`config.mk`:
```
export PLATFORM = sky130hd
export DESIGN_NAME = sprite_fetch_sequencer
export DESIGN_NICKNAME = d
export VERILOG_FILES = /design/src/rtl/sprite_fetch_sequencer.sv
export SDC_FILE = /design/constraint.sdc
export NUM_CORES = 1
export LEC_CHECK = 0
export ABC_CLOCK_PERIOD_IN_PS = 2800
export BUFFER_PORTS_ARGS = -buffer_cell sky130_fd_sc_hd__buf_4
export CAP_MARGIN = 20
export CORE_MARGIN = 4
export CORE_UTILIZATION = 40
export DETAILED_ROUTE_END_ITERATION = 10
export PLACE_DENSITY = 0.75
export SYNTH_ARGS = -nofsm -noshare
export SYNTH_HDL_FRONTEND = slang
export SYNTH_SLANG_ARGS = --single-unit
```
`constraint.sdc`:
```
create_clock -name clk -period 2.8 [get_ports clk]
set_input_delay 0.14 -clock clk [delete_from_list [all_inputs] [get_ports clk]]
set_output_delay 0.14 -clock clk [all_outputs]
set_load 0.01 [all_outputs]
```
`src/rtl/sprite_fetch_sequencer.sv`:
```
`default_nettype none
// ============================================================================
// Module   : sprite_fetch_sequencer
// Function : Issues up to 8 secondary-OAM pattern fetches per scanline and
//            writes returned pattern planes into the sprite shifter bank.
// Revision : 1.0 - initial release
// ============================================================================
module sprite_fetch_sequencer #(
    parameter int FETCH_LAT = 2
) (
    input  logic       clk,
    input  logic       rst_n,
    input  logic       start,
    input  logic       abort,
    input  logic [3:0] sprite_count,
    output logic [2:0] spr_idx,
    input  logic [7:0] spr_tile,
    input  logic [2:0] spr_yoff,
    input  logic       spr_vflip,
    output logic [7:0] pt_tile_num,
    output logic [2:0] pt_yoffset,
    input  logic [7:0] pt_line0,
    input  logic [7:0] pt_line1,
    output logic       wr_en,
    output logic [2:0] wr_idx,
    output logic [7:0] wr_line0,
    output logic [7:0] wr_line1,
    output logic       busy,
    output logic       done
);

    localparam int c_tail = FETCH_LAT - 1;

    typedef enum logic [1:0] {
        IDLE  = 2'd0,
        ISSUE = 2'd1,
        DRAIN = 2'd2,
        DONE  = 2'd3
    } state_t;

    state_t               r_state;
    logic [3:0]           r_count;
    logic [2:0]           r_idx;
    logic                 r_busy;
    logic                 r_done;
    logic [FETCH_LAT-1:0] r_valid;
    logic [2:0]           r_pidx [FETCH_LAT];

    logic [3:0]           w_n;
    logic                 w_issue;
    logic                 w_last_issue;
    logic                 w_kill;
    logic [FETCH_LAT-1:0] w_younger;
    logic                 w_last_write;

    assign w_n          = (sprite_count > 4'd8) ? 4'd8 : sprite_count;
    assign w_issue      = (r_state == ISSUE);
    assign w_last_issue = w_issue && ({1'b0, r_idx} == (r_count - 4'd1));
    assign w_kill       = abort && (r_state != IDLE);
    // Oldest stage is the last write only when no younger fetch is in flight.
    assign w_younger    = r_valid << 1;
    assign w_last_write = r_valid[c_tail] && (w_younger == '0);

    always_ff @(posedge clk or negedge rst_n) begin
        if (!rst_n) begin
            r_state <= IDLE;
            r_count <= 4'd0;
            r_idx   <= 3'd0;
            r_busy  <= 1'b0;
            r_done  <= 1'b0;
        end else begin
            r_done <= 1'b0;
            if (w_kill) begin
                r_state <= IDLE;
                r_idx   <= 3'd0;
                r_busy  <= 1'b0;
            end else begin
                case (r_state)
                    IDLE: begin
                        if (start && !abort) begin
                            r_count <= w_n;
                            r_busy  <= 1'b1;
                            if (w_n == 4'd0) begin
                                r_state <= DONE;
                                r_done  <= 1'b1;
                            end else begin
                                r_state <= ISSUE;
                            end
                        end
                    end
                    ISSUE: begin
                        if (w_last_issue) begin
                            r_state <= DRAIN;
                            r_idx   <= 3'd0;
                        end else begin
                            r_idx <= r_idx + 3'd1;
                        end
                    end
                    DRAIN: begin
                        if (w_last_write) begin
                            r_state <= DONE;
                            r_done  <= 1'b1;
                        end
                    end
                    DONE: begin
                        r_state <= IDLE;
                        r_busy  <= 1'b0;
                    end
                    default: begin
                        r_state <= IDLE;
                        r_busy  <= 1'b0;
                    end
                endcase
            end
        end
    end

    // Valid/index delay line matching the pattern-table read latency.
    always_ff @(posedge clk or negedge rst_n) begin
        if (!rst_n) begin
            r_valid <= '0;
            for (int i = 0; i < FETCH_LAT; i++) r_pidx[i] <= 3'd0;
        end else if (w_kill) begin
            r_valid <= '0;
            for (int i = 0; i < FETCH_LAT; i++) r_pidx[i] <= 3'd0;
        end else begin
            r_valid[0] <= w_issue;
            r_pidx[0]  <= w_issue ? r_idx : 3'd0;
            for (int i = 1; i < FETCH_LAT; i++) begin
                r_valid[i] <= r_valid[i-1];
                r_pidx[i]  <= r_pidx[i-1];
            end
        end
    end

    assign spr_idx     = r_idx;
    assign pt_tile_num = w_issue ? spr_tile : 8'd0;
    assign pt_yoffset  = w_issue ? (spr_vflip ? (3'd7 - spr_yoff) : spr_yoff) : 3'd0;

    assign wr_en    = r_valid[c_tail];
    assign wr_idx   = r_valid[c_tail] ? r_pidx[c_tail] : 3'd0;
    assign wr_line0 = r_valid[c_tail] ? pt_line0 : 8'd0;
    assign wr_line1 = r_valid[c_tail] ? pt_line1 : 8'd0;

    assign busy = r_busy;
    assign done = r_done;

endmodule
`default_nettype wire

```
==> load_flow_metrics.sql <==
INSERT INTO impl_metrics (metric_group, metric, value, unit) VALUES
('critical_path', 'r2r_slack', '690', 'ps'),
('critical_path', 'crit_path_max_incr_delay', '490', 'ps'),
('timing', 'max-slew-margin-rel', '0.641', ''),
('clock_tree', 'cts_tree', 'built', ''),
('timing', 'max_slew.worst_pin.slew', '533', 'ps'),
('layout', 'area_growth_syn_to_layout', '50.5', '%'),
('synth', 'synth_enable_flop_cells', '0', ''),
('timing', 'rsz0062_at_grt', 'false', ''),
('global_routing', 'grt_pass1_wl', '4960', 'µm'),
('clock_tree', 'cts_buffers', '3', ''),
('layout', 'final_layout_size_suffix_gt1_frac', '0.401', ''),
('floorplanning', 'top_level_ports', '72', ''),
('floorplanning', 'row_count', '19', ''),
('synth', 'postSynthNetCount', '167', ''),
('critical_path', 'arrival', '2310', 'ps'),
('clock_tree', 'ctsLongestPathBuffers', '2', ''),
('min_path', 'timing.hold.worst.class', 'primary input to register', ''),
('global_routing', 'grt_pass1_vias', '1123', ''),
('synth', 'synth_cells', '125', ''),
('global_routing', 'grt_use_total', '0.153', ''),
('floorplanning', 'dieArea', '3870', 'µm²'),
('clock_tree', 'post_cts_resized', '0', ''),
('synth', 'ys_dominant_reg_cell', 'dfrtp_1', ''),
('floorplanning', 'die_height', '62.2', 'µm'),
('synth', 'syn_avg_cell_area', '9.40', 'µm²'),
('critical_path', 'critPathCaptureType', 'register', ''),
('timing', 'final.setup_skew', '6.63', 'ps'),
('clock_tree', 'htreeDepth', '1', ''),
('detailed_routing', 'drc_errors', '0', ''),
('synth', 'netlist_top_cells_count', 'and2_1 (34), dfrtp_1 (19), inv_1 (9)', ''),
('synth', 'synth_top_cell_by_area', 'dfrtp_1', ''),
('detailed_routing', 'route.final.wire_length', '2880', 'µm'),
('detailed_routing', 'detail-route-antenna-nets', '0', ''),
('layout', 'post-route-util', '0.636', ''),
('critical_path', 'crit_path_max_fanout', '5', ''),
('detailed_routing', 'detail_route.wl_per_cell', '12.6', 'µm'),
('synth', 'ys_seq_elements', '19', ''),
('timing', 'worst_hold_slack_across_all_endpoints', '78.8', 'ps'),
('critical_path', 'critical_path.n_buffers_inverters', '1', ''),
('synth', 'synthDominantCellAreaShare', '0.405', ''),
('floorplanning', 'initial_core_util', '0.422', ''),
('layout', 'insertedDiodeCount', '0', ''),
('clock_tree', 'cts_root_buffer', 'clkbuf_4', ''),
('synth', 'yosysWarnings', '0', ''),
('power_and_ir_drop', 'power_density_of_the_placed_cells', '837', 'nW/µm²'),
('placement', 'finalWeightedCongestion', '0.765', ''),
('placement', 'post-dp-hpwl', '2400', 'µm'),
('timing', 'timing.final.crit_period', '2110', 'ps'),
('clock_tree', 'postCtsSetupRepairBufs', '0', ''),
('detailed_routing', 'detail_route.iter0.violations', '19', ''),
('run_status', 'outcome', 'finished clean', ''),
('synth', 'synthDistinctLibCells', '31', ''),
('synth', 'netlist_area', '1170', 'µm²'),
('global_routing', 'grt_max_degree', '22', ''),
('timing', 'post-route-period-util', '0.753', ''),
('power_and_ir_drop', 'largest_voltage_drop_on_the_vdd_net', '0.546', 'mV'),
('layout', 'fin_area', '1770', 'µm²'),
('power_and_ir_drop', 'leakagePower', '0.932', 'nW'),
('layout', 'nets', '240', ''),
('critical_path', 'worst-endpoint-required', '3000', 'ps'),
('clock_tree', 'clock_pin_transition_on_the_worst_setup_and_hold_timing_paths', '110', 'ps'),
('timing', 'maxSlewViolCount', '0', ''),
('detailed_routing', 'viasPerCell', '4.93', ''),
('global_routing', 'overflow', '0', ''),
('clock_tree', 'worstSkewPairLatency', '300', 'ps'),
('synth', 'synth.area.top_cells', 'dfrtp_1 (40%), and2_1 (18%), ha_1 (6.4%)', ''),
('timing', 'hold_violations', '0', ''),
('critical_path', 'max_stage_delay_cell_worst_path', 'or4b_4', ''),
('critical_path', 'crit_type', 'register to register', ''),
('floorplanning', 'die_width', '62.2', 'µm'),
('timing', 'setup_viol', '0', '');
## layout by cell type (no fill, tap or decap), types with 2 or more instances in the layout
master and count:
a22o_1 2, dfrtp_1 19, nor2b_1 2, nor2_1 4, mux2i_1 2, inv_1 9, ha_1 6, nand2b_1 4
clkbuf_4 3, o21ai_0 8, nand3b_1 2, xnor2_1 2, xor2_1 4, nand2_1 6, and2_1 34, and3_1 2
buf_4 71
## power by group
group          leakage, nW  internal, mW  total, mW  switching, mW
clock               0.0150        0.0556      0.140         0.0839
combinational        0.670         0.464      0.851          0.387
sequential           0.247         0.382      0.490          0.109
## registers in the layout (all words and copies together) (netlist names)
name     flops
busy         1
r_valid      2
r_pidx       6
r_state      2
done         1
r_count      4
spr_idx      3
## timing repair
action                     CTS  global route
hold buffers                 1             0
setup endpoints to repair    0             0
hold endpoints to repair    19             0
## kinds of logic after synthesis
logic type,after synthesis,synth area share
flops,19,0.405
compound gates,19,0.115
mux,3,0.0266
buf+inv,13,0.0415
fa+ha+maj,6,0.0639
xor+xnor,6,0.0447
simple gates,59,0.303
## layer usage
metal  up-vias  wire length (µm)  global-route usage
li1        559                 -                   -
met1       495              1050               0.160
met2        66              1430               0.281
met3         5               363              0.0541
met4         0                38              0.0461
met5         -                 0                   0
## layout make-up
cell class | instances | area (µm²)
fill | 245 | 1010
tap | 31 | 38.8
inverter | 9 | 33.8
clock buffer | 4 | 26.3
multi-input combinational | 93 | 651
sequential | 19 | 475
timing repair buffer | 72 | 543
## worst register-to-register path: cells and delay by family (launching register included)
family | cells | cell delay, ps
compound gates | 3 | 680
xor+xnor | 1 | 150
fa+ha+maj | 1 | 200
buf+inv | 1 | 60
flops | 1 | 430
simple gates | 1 | 490
## worst paths after layout
| check | to | cells past startpoint | startpoint |
|---|---|---|---|
| setup / recovery | spr_idx[1] | 7 | r_count[0] |
| hold / removal | done | 2 | abort |
| setup reg to reg | spr_idx[1] | 7 | r_count[0] |
| hold reg to reg | r_pidx[2] | 1 | r_pidx[5] |
| max in group asynchronous | r_count[1] | 2 | rst_n |
| min in group asynchronous | r_count[2] | 2 | rst_n |
## per-stage QoR
stage                     power (mW)  std cells  setup WS (ps)
after floorplan                 1.01        125            829
after global placement          1.33        223            753
after detailed placement        1.36        223            707
after CTS                       1.50        228            694
after global routing            1.62        228            581
final                           1.48        228            691
No activity file was read; power rests on OpenSTA's default activity.
